===== src/rtl/lib_onehot_sched.sv =====
// lib_onehot_sched: splits a multi-bit vector into a stream of one-hot grants.
// A loaded vector is held in a residue register, and one grant issues per
// accepted output beat. The grant order is bit 0 upward (LSB_MSB=0) or bit
// WIDTH-1 downward (LSB_MSB=1). When the final grant is accepted, a new vector
// can load on the same edge, so back-to-back vectors leave no gap.
// Optional feature: define LIB_ONEHOT_SCHED_IDX_EN to add the idx_o binary
// index output and its encoder.
module lib_onehot_sched #(
   parameter int WIDTH   = 16,
   parameter int LSB_MSB = 0
) (
   input  logic                      clk,
   input  logic                      rst,
   input  logic [WIDTH-1:0]          vect_i,
   input  logic                      vld_i,
   output logic                      rdy_o,
   input  logic                      flush_i,
   output logic [WIDTH-1:0]          onehot_o,
   output logic                      vld_o,
   input  logic                      rdy_i,
   output logic                      last_o
`ifdef LIB_ONEHOT_SCHED_IDX_EN
   ,
   output logic [$clog2(WIDTH)-1:0]  idx_o
`endif
);

   typedef enum logic {
      IDLE = 1'b0,
      BUSY = 1'b1
   } state_t;

   state_t           state, state_nxt;
   logic [WIDTH-1:0] residue, residue_nxt;
   logic [WIDTH-1:0] grant;
   logic             single;
   logic             in_xfer, out_xfer;

   assign in_xfer  = vld_i & rdy_o;
   assign out_xfer = vld_o & rdy_i;

   // Detect whether the residue holds exactly one set bit; this makes the
   // grant now on offer the final grant of the vector.
   assign single = (residue != '0) && ((residue & (residue - WIDTH'(1))) == '0);

   generate
      if (LSB_MSB == 0) begin : g_lsb
         // Find the lowest set bit: two's-complement isolation of the least significant one.
         always_comb begin
            grant = residue & (~residue + WIDTH'(1));
         end
      end else begin : g_msb
         // Find the highest set bit by scanning downward; the first hit wins.
         always_comb begin
            // NOTE: every variable written here gets a default first, so no path leaves it unassigned and no latch is inferred.
            logic found;
            grant = '0;
            found = 1'b0;
            for (int i = WIDTH - 1; i >= 0; i--) begin
               if (residue[i] && !found) begin
                  grant[i] = 1'b1;
                  found    = 1'b1;
               end
            end
         end
      end
   endgenerate

   // Hold the FSM state and the residue, with asynchronous reset to IDLE and an empty residue.
   always_ff @(posedge clk or posedge rst) begin
      if (rst) begin
         state   <= IDLE;
         residue <= '0;
      end else begin
         // NOTE: sequential state uses non-blocking assignments so that every register samples pre-edge values.
         state   <= state_nxt;
         residue <= residue_nxt;
      end
   end

   // Compute the next state and residue. Flush overrides every other event.
   always_comb begin
      state_nxt   = state;
      residue_nxt = residue;
      if (flush_i) begin
         state_nxt   = IDLE;
         residue_nxt = '0;
      end else begin
         case (state)
            IDLE: begin
               // An all-zero vector is accepted and then dropped, with no grant.
               if (in_xfer && (vect_i != '0)) begin
                  state_nxt   = BUSY;
                  residue_nxt = vect_i;
               end
            end
            BUSY: begin
               if (out_xfer) begin
                  if (last_o) begin
                     // rdy_o is high only on the final beat, so a new vector
                     // can replace the residue here without a bubble cycle.
                     if (in_xfer && (vect_i != '0)) begin
                        state_nxt   = BUSY;
                        residue_nxt = vect_i;
                     end else begin
                        state_nxt   = IDLE;
                        residue_nxt = '0;
                     end
                  end else begin
                     residue_nxt = residue ^ grant;
                  end
               end
            end
            default: begin
               state_nxt   = IDLE;
               residue_nxt = '0;
            end
         endcase
      end
   end

   // Drive the outputs from the registered state. rdy_o depends combinationally on rdy_i and flush_i.
   always_comb begin
      vld_o    = 1'b0;
      onehot_o = '0;
      last_o   = 1'b0;
      rdy_o    = 1'b0;
      if (state == BUSY) begin
         vld_o    = 1'b1;
         onehot_o = grant;
         last_o   = single;
         rdy_o    = single & rdy_i & ~flush_i;
      end else begin
         rdy_o    = ~flush_i;
      end
   end

`ifdef LIB_ONEHOT_SCHED_IDX_EN
   localparam int IDX_W = $clog2(WIDTH);

   // Encode the one-hot grant as a binary index. The index is 0 when no grant is offered.
   always_comb begin
      idx_o = '0;
      for (int i = 0; i < WIDTH; i++) begin
         if (onehot_o[i]) begin
            idx_o = idx_o | i[IDX_W-1:0];
         end
      end
   end
`endif

endmodule


===== config.mk =====
export PLATFORM = sky130hd
export DESIGN_NAME = lib_onehot_sched
export DESIGN_NICKNAME = d
export VERILOG_FILES = /design/src/rtl/lib_onehot_sched.sv
export SDC_FILE = /design/constraint.sdc
export NUM_CORES = 1
export LEC_CHECK = 0
export BUFFER_PORTS_ARGS = -buffer_cell sky130_fd_sc_hd__buf_4
export CAP_MARGIN = 25
export CELL_PAD_IN_SITES_DETAIL_PLACEMENT = 0
export CELL_PAD_IN_SITES_GLOBAL_PLACEMENT = 1
export CORE_AREA = 2 2 72 74
export DETAILED_ROUTE_END_ITERATION = 6
export DIE_AREA = 0 0 74 76
export GPL_TIMING_DRIVEN = 0
export PLACE_DENSITY_LB_ADDON = 0.1
export SYNTH_ARGS = -nofsm -noshare
export SYNTH_HDL_FRONTEND = slang
export SYNTH_SLANG_ARGS = --single-unit
export TNS_END_PERCENT = 30

===== constraint.sdc =====
create_clock -name clk -period 3.65 [get_ports clk]
set_input_delay 0.9125 -clock clk [delete_from_list [all_inputs] [get_ports clk]]
set_output_delay 0.9125 -clock clk [all_outputs]
set_load 0.005 [all_outputs]

After elaboration in Yosys (flattened, before gate mapping)
Index checks and enable logic that the tools add are counted.

Input bits: 21. Flip-flop bits (word level): 17. Logic and storage cells: 37. Output and inout bits: 19.

Equal/unequal tests: 2. Bitwise operators: 10. Reductions and logical operators: 6. Add/sub/neg operators: 2. Multiplexer cells: 15.

Operators with widths (count): $mux W16 (6); $and A16 B16 Y16 (2); $pmux W16 S2 (1); $reduce_bool A16 Y1 (2); $add A16 B1 Y16 const B (1); $logic_not A16 Y1 (1); $not A16 Y16 (1); $sub A16 B1 Y16 const B (1); $xor A16 B16 Y16 (1); $mux W1 (7); $and A1 B1 Y1 (4); $ne A3 B2 Y1 const B (1); $ne A3 B3 Y1 const B (1); $logic_and A1 B1 Y1 (2); $not A1 Y1 (2); $pmux W1 S2 (1); $reduce_and A2 Y1 (1).

Depth between registers and ports, before layout
Depth after elaboration: 14. Depth in mapped cells: 9. Gate-level depth less buffers: 6.

Least setup slack after synthesis
OpenSTA, ideal clock, no wires.

Path type: register -> output. Start point: reg residue[2]. End point: out rdy_o. Buffers on the path: 0. Arrival: 2.148 ns. Data required time: 2.738 ns. Slack: 0.590 ns. Stages on the path, launching flop included: 7. Cell sequence: dfrtp_1 > or4_4 > or3_1 > o22a_1 > nor4b_4 > a31oi_1 > nor2_1.

Longest elaborated chain between the ends: 7. Elaborated cells on any way between the ends: 8. Classes of those cells: 1 x add/sub; 1 x mux; 3 x bitwise; 3 x reduce/logical.

Ends and longest elaborated chain: start, declared (RTL line 34) `logic [WIDTH-1:0] residue, residue_nxt;`; start signal, assigned (RTL line 77) `residue <= residue_nxt;`; $sub A16 B1 Y16 (RTL line 44) `assign single = (residue != '0) && ((residue & (residue - WIDTH'(1))) == '0);`; $and A16 B16 Y16 (RTL line 44); $logic_not A16 Y1 (RTL line 44); $logic_and A1 B1 Y1 * (RTL line 44); $and A1 B1 Y1 * (2 in series) (RTL line 132) `rdy_o = single & rdy_i & ~flush_i;`; $mux W1 * (RTL line 128) `if (state == BUSY) begin`; end, declared (RTL line 16) `output logic rdy_o,`.

Mark *: on every way between the ends. The rest lies on a longest branch, timed or not.

Worst setup path in the final report
Start point: reg residue[3]. End point: out rdy_o.

The elaborated chain is that of the path after synthesis.

==> reports/results.tsv <==
metric	value	unit
outcome	finished clean	
largest net degree at the start of global routing	18	
Post-Synth Adder-Cell Area	0	
Async S/R FF share, synth	1.00	
wire per inst	16.1	um
syn nets	202	
final hold violation count	0	
Max Slew Vio Count	0	
pwr dens	341	nW/um^2
crit path to	rdy_o	
fill cell count	534	
total clock sinks	17	
Worst Skew	0.00658	ns
Seq/Total Area, Yosys	0.293	
die height	76	um
final WL	4.74	mm
Max Fclk	281	MHz
CTS tree	done	
ant diodes	0	
post-synthesis register bit count	17	
TNS Setup	0	ns
vias in the first global route	1472	
worst r2r src	residue[3]	
ratio of cells with drive above 1 in the final layout	0.316	
worst setup path startpoint	residue[3]	
PortBufs	37	
Worst EP required	2.74	ns
RSZ-0062 raised after global routing	false	
number of placement rows	26	
# Max-Cap Violations	0	
IO Pins	40	
Detailed Place HPWL	3.64	mm
initial DRC count	114	
Netlist cell types	41	
Fin Hold WS	0.608	ns
fin crit share	0.976	
gr usage total	0.170	
TritonRoute pass-1 iters	4	
GPL Wtd Cong	0.809	
Simple-Gate Fraction of Synth Area	0.387	
Power Total	657	uW
Worst Reg-to-Reg Cells	9	
CTS Buf Count	3	
P_leak	0.807	nW
Synth Area in XOR/XNOR	0	
die footprint	5620	um^2
hold_buf cts	0	
Synth Cell Area	1450	um^2
post-layout min period	3.56	ns
worst hold path class	flop to flop	
fin cells	295	
final setup violation count	0	
Worst Min Path Start	residue[2]	
drt drc	0	
multi-input logic area	977	um^2
clock-pin slew on the worst setup and hold paths	0.07	ns
Worst VDD drop	143	uV
Nets	247	
Ys Warns	0	
slowest CP cell	or4_4	
mux share of post-synthesis cell area	0	
Root Buffer	clkbuf_8	
R2R Path End	residue[5]	
slew margin rel.	0.541	
first-pass GRT wire length	7.53	mm
ys flop type	dfrtp_1	
worst skew pair latency	0.25	ns
Critical Path Fanout Max	8	
vias per cell	5.46	
number of synthesized flops with an enable pin	0	
initial antenna violation count	0	
Critical Path Start Type	flop	
area delta synth->final	33.0	%
Crit Path Category	flop to output port	
post-placement cell count	288	
Reg area	428	um^2
Max Root-Sink Buffers	2	
element type at the critical path end	output port	
Avg Inst Size Synth	8.01	um^2
cell-by-cell trace of the critical path	or4_4, or3_1, o22a_1, nor4b_4, a31oi_2, nor2_1, buf_4	
largest family of logic cells by synthesized area	simple AND/OR/NAND/NOR gates	
reg2reg setup slack	0.74	ns
slowest stage delay, CP	0.56	ns
Final ANT Viol Nets	0	
total grt overflow	0	
core area	4910	um^2
via count	1610	
H-tree depth	1	
Initial Utilization	0.295	
synthesized instance count	181	
die width	74	um
Synth Area in Compound Gates	0.261	
CP Data Arrival Time	2.65	ns
worst-margin pin slew	0.688	ns
registers in the layout (all words and copies together), names as in the netlist:
signal	cells
residue	16
state	1
how the worst min path moves through the flow:
stage | to | slack, ns | depth (start not counted)
detailed placement | residue[13] | 0.65 | 2
floorplan | residue[13] | 0.58 | 2
global route | residue[2] | 0.66 | 2
global placement | residue[3] | 0.65 | 2
CTS | residue[13] | 0.67 | 2
finish | residue[2] | 0.61 | 2
routing by layer:
layer | routed length, um | track usage | part of all wire
met1 | 2280 | 0.267 | 0.48
met2 | 2120 | 0.246 | 0.45
met3 | 260 | 0.00794 | 0.055
met4 | 77 | 0.0582 | 0.016
met5 | 0 | 0 | 0
logic make-up (layout without fill, tap and decap cells):
family	Yosys count	count (layout)
AND/OR/NAND/NOR	99	99
flip-flops	17	17
AO/OA/AOI/OAI	45	45
buffers and inverters	20	64
cells in the final DEF (no fill, tap or decap), drive strengths merged, types with 4 or more instances in the layout:
cell    instances
a31oi           8
a211oi         14
nand2b          4
inv             5
and2            7
and3            8
nor4            7
nor3           12
buf            45
dfrtp          17
clkbuf         13
o21ai           4
nand3           8
or3             5
nor2           17
nand4           6
nand2          13
metrics by stage:
stage	instance area [um^2]	utilization	setup WS [ns]
2_1_floorplan	1450	-	0.590
3_3_place_gp	1820	0.370	0.217
3_5_place_dp	1820	0.370	0.191
4_1_cts	1880	0.383	0.0128
5_1_grt	1930	0.393	0.00725
6_report	1930	0.393	0.0860
repair_timing:
item                                   in CTS  in global routing
setup buffers                               1                  3
pin swaps                                   2                  1
endpoints found under the hold margin       0                  0
setup endpoints to repair                   1                  2
gates resized for setup                     3                  7
where the power goes:
part | switching (mW) | total (mW) | internal, mW
combinational | 0.165 | 0.291 | 0.126
clock | 0.0664 | 0.142 | 0.0757
sequential | 0.0210 | 0.225 | 0.203
critical path: cells and delay by family, from the launching register on:
family                 cells  cell delay (ns)
flip-flops                 1             0.46
AND/OR/NAND/NOR            4             1.38
buffers and inverters      1             0.13
AO/OA/AOI/OAI              2             0.43
Yosys cell counts (2+ instances only):
master     n  share of area
buf_2      2         0.0069
or2_2      2         0.0086
o211ai_1   2          0.010
nor2_1    17          0.044
dfrtp_1   17           0.29
o21bai_1   3          0.016
nand2b_1   4          0.017
a31oi_1    8          0.035
o31ai_1    3          0.016
clkbuf_1  11          0.028
nand3_1    8          0.028
nor4_1     7          0.030
nor2b_1    3          0.013
and3b_1    2          0.012
or3_1      5          0.022
nor3_1    11          0.038
and3_1     6          0.026
a211oi_2   7          0.060
nand2_1   13          0.034
a41oi_1    2          0.012
and2_1     7          0.030
o21ai_0    4          0.014
a21oi_1    3          0.010
and3_2     2          0.010
nand4_1    6          0.026
inv_1      5          0.013
a211oi_1   7          0.036
area by class of cell:
cell class                      instances  share of cell area
Buffer                                 14              0.0324
Tap cell                               70              0.0454
Clock inverter                          1             0.00260
Multi-Input combinational cell        144               0.507
Clock buffer                            3              0.0214
Inverter                                5             0.00973
Timing Repair Buffer                   41               0.160
Sequential cell                        17               0.222
No activity file was read; power rests on OpenSTA's default activity.
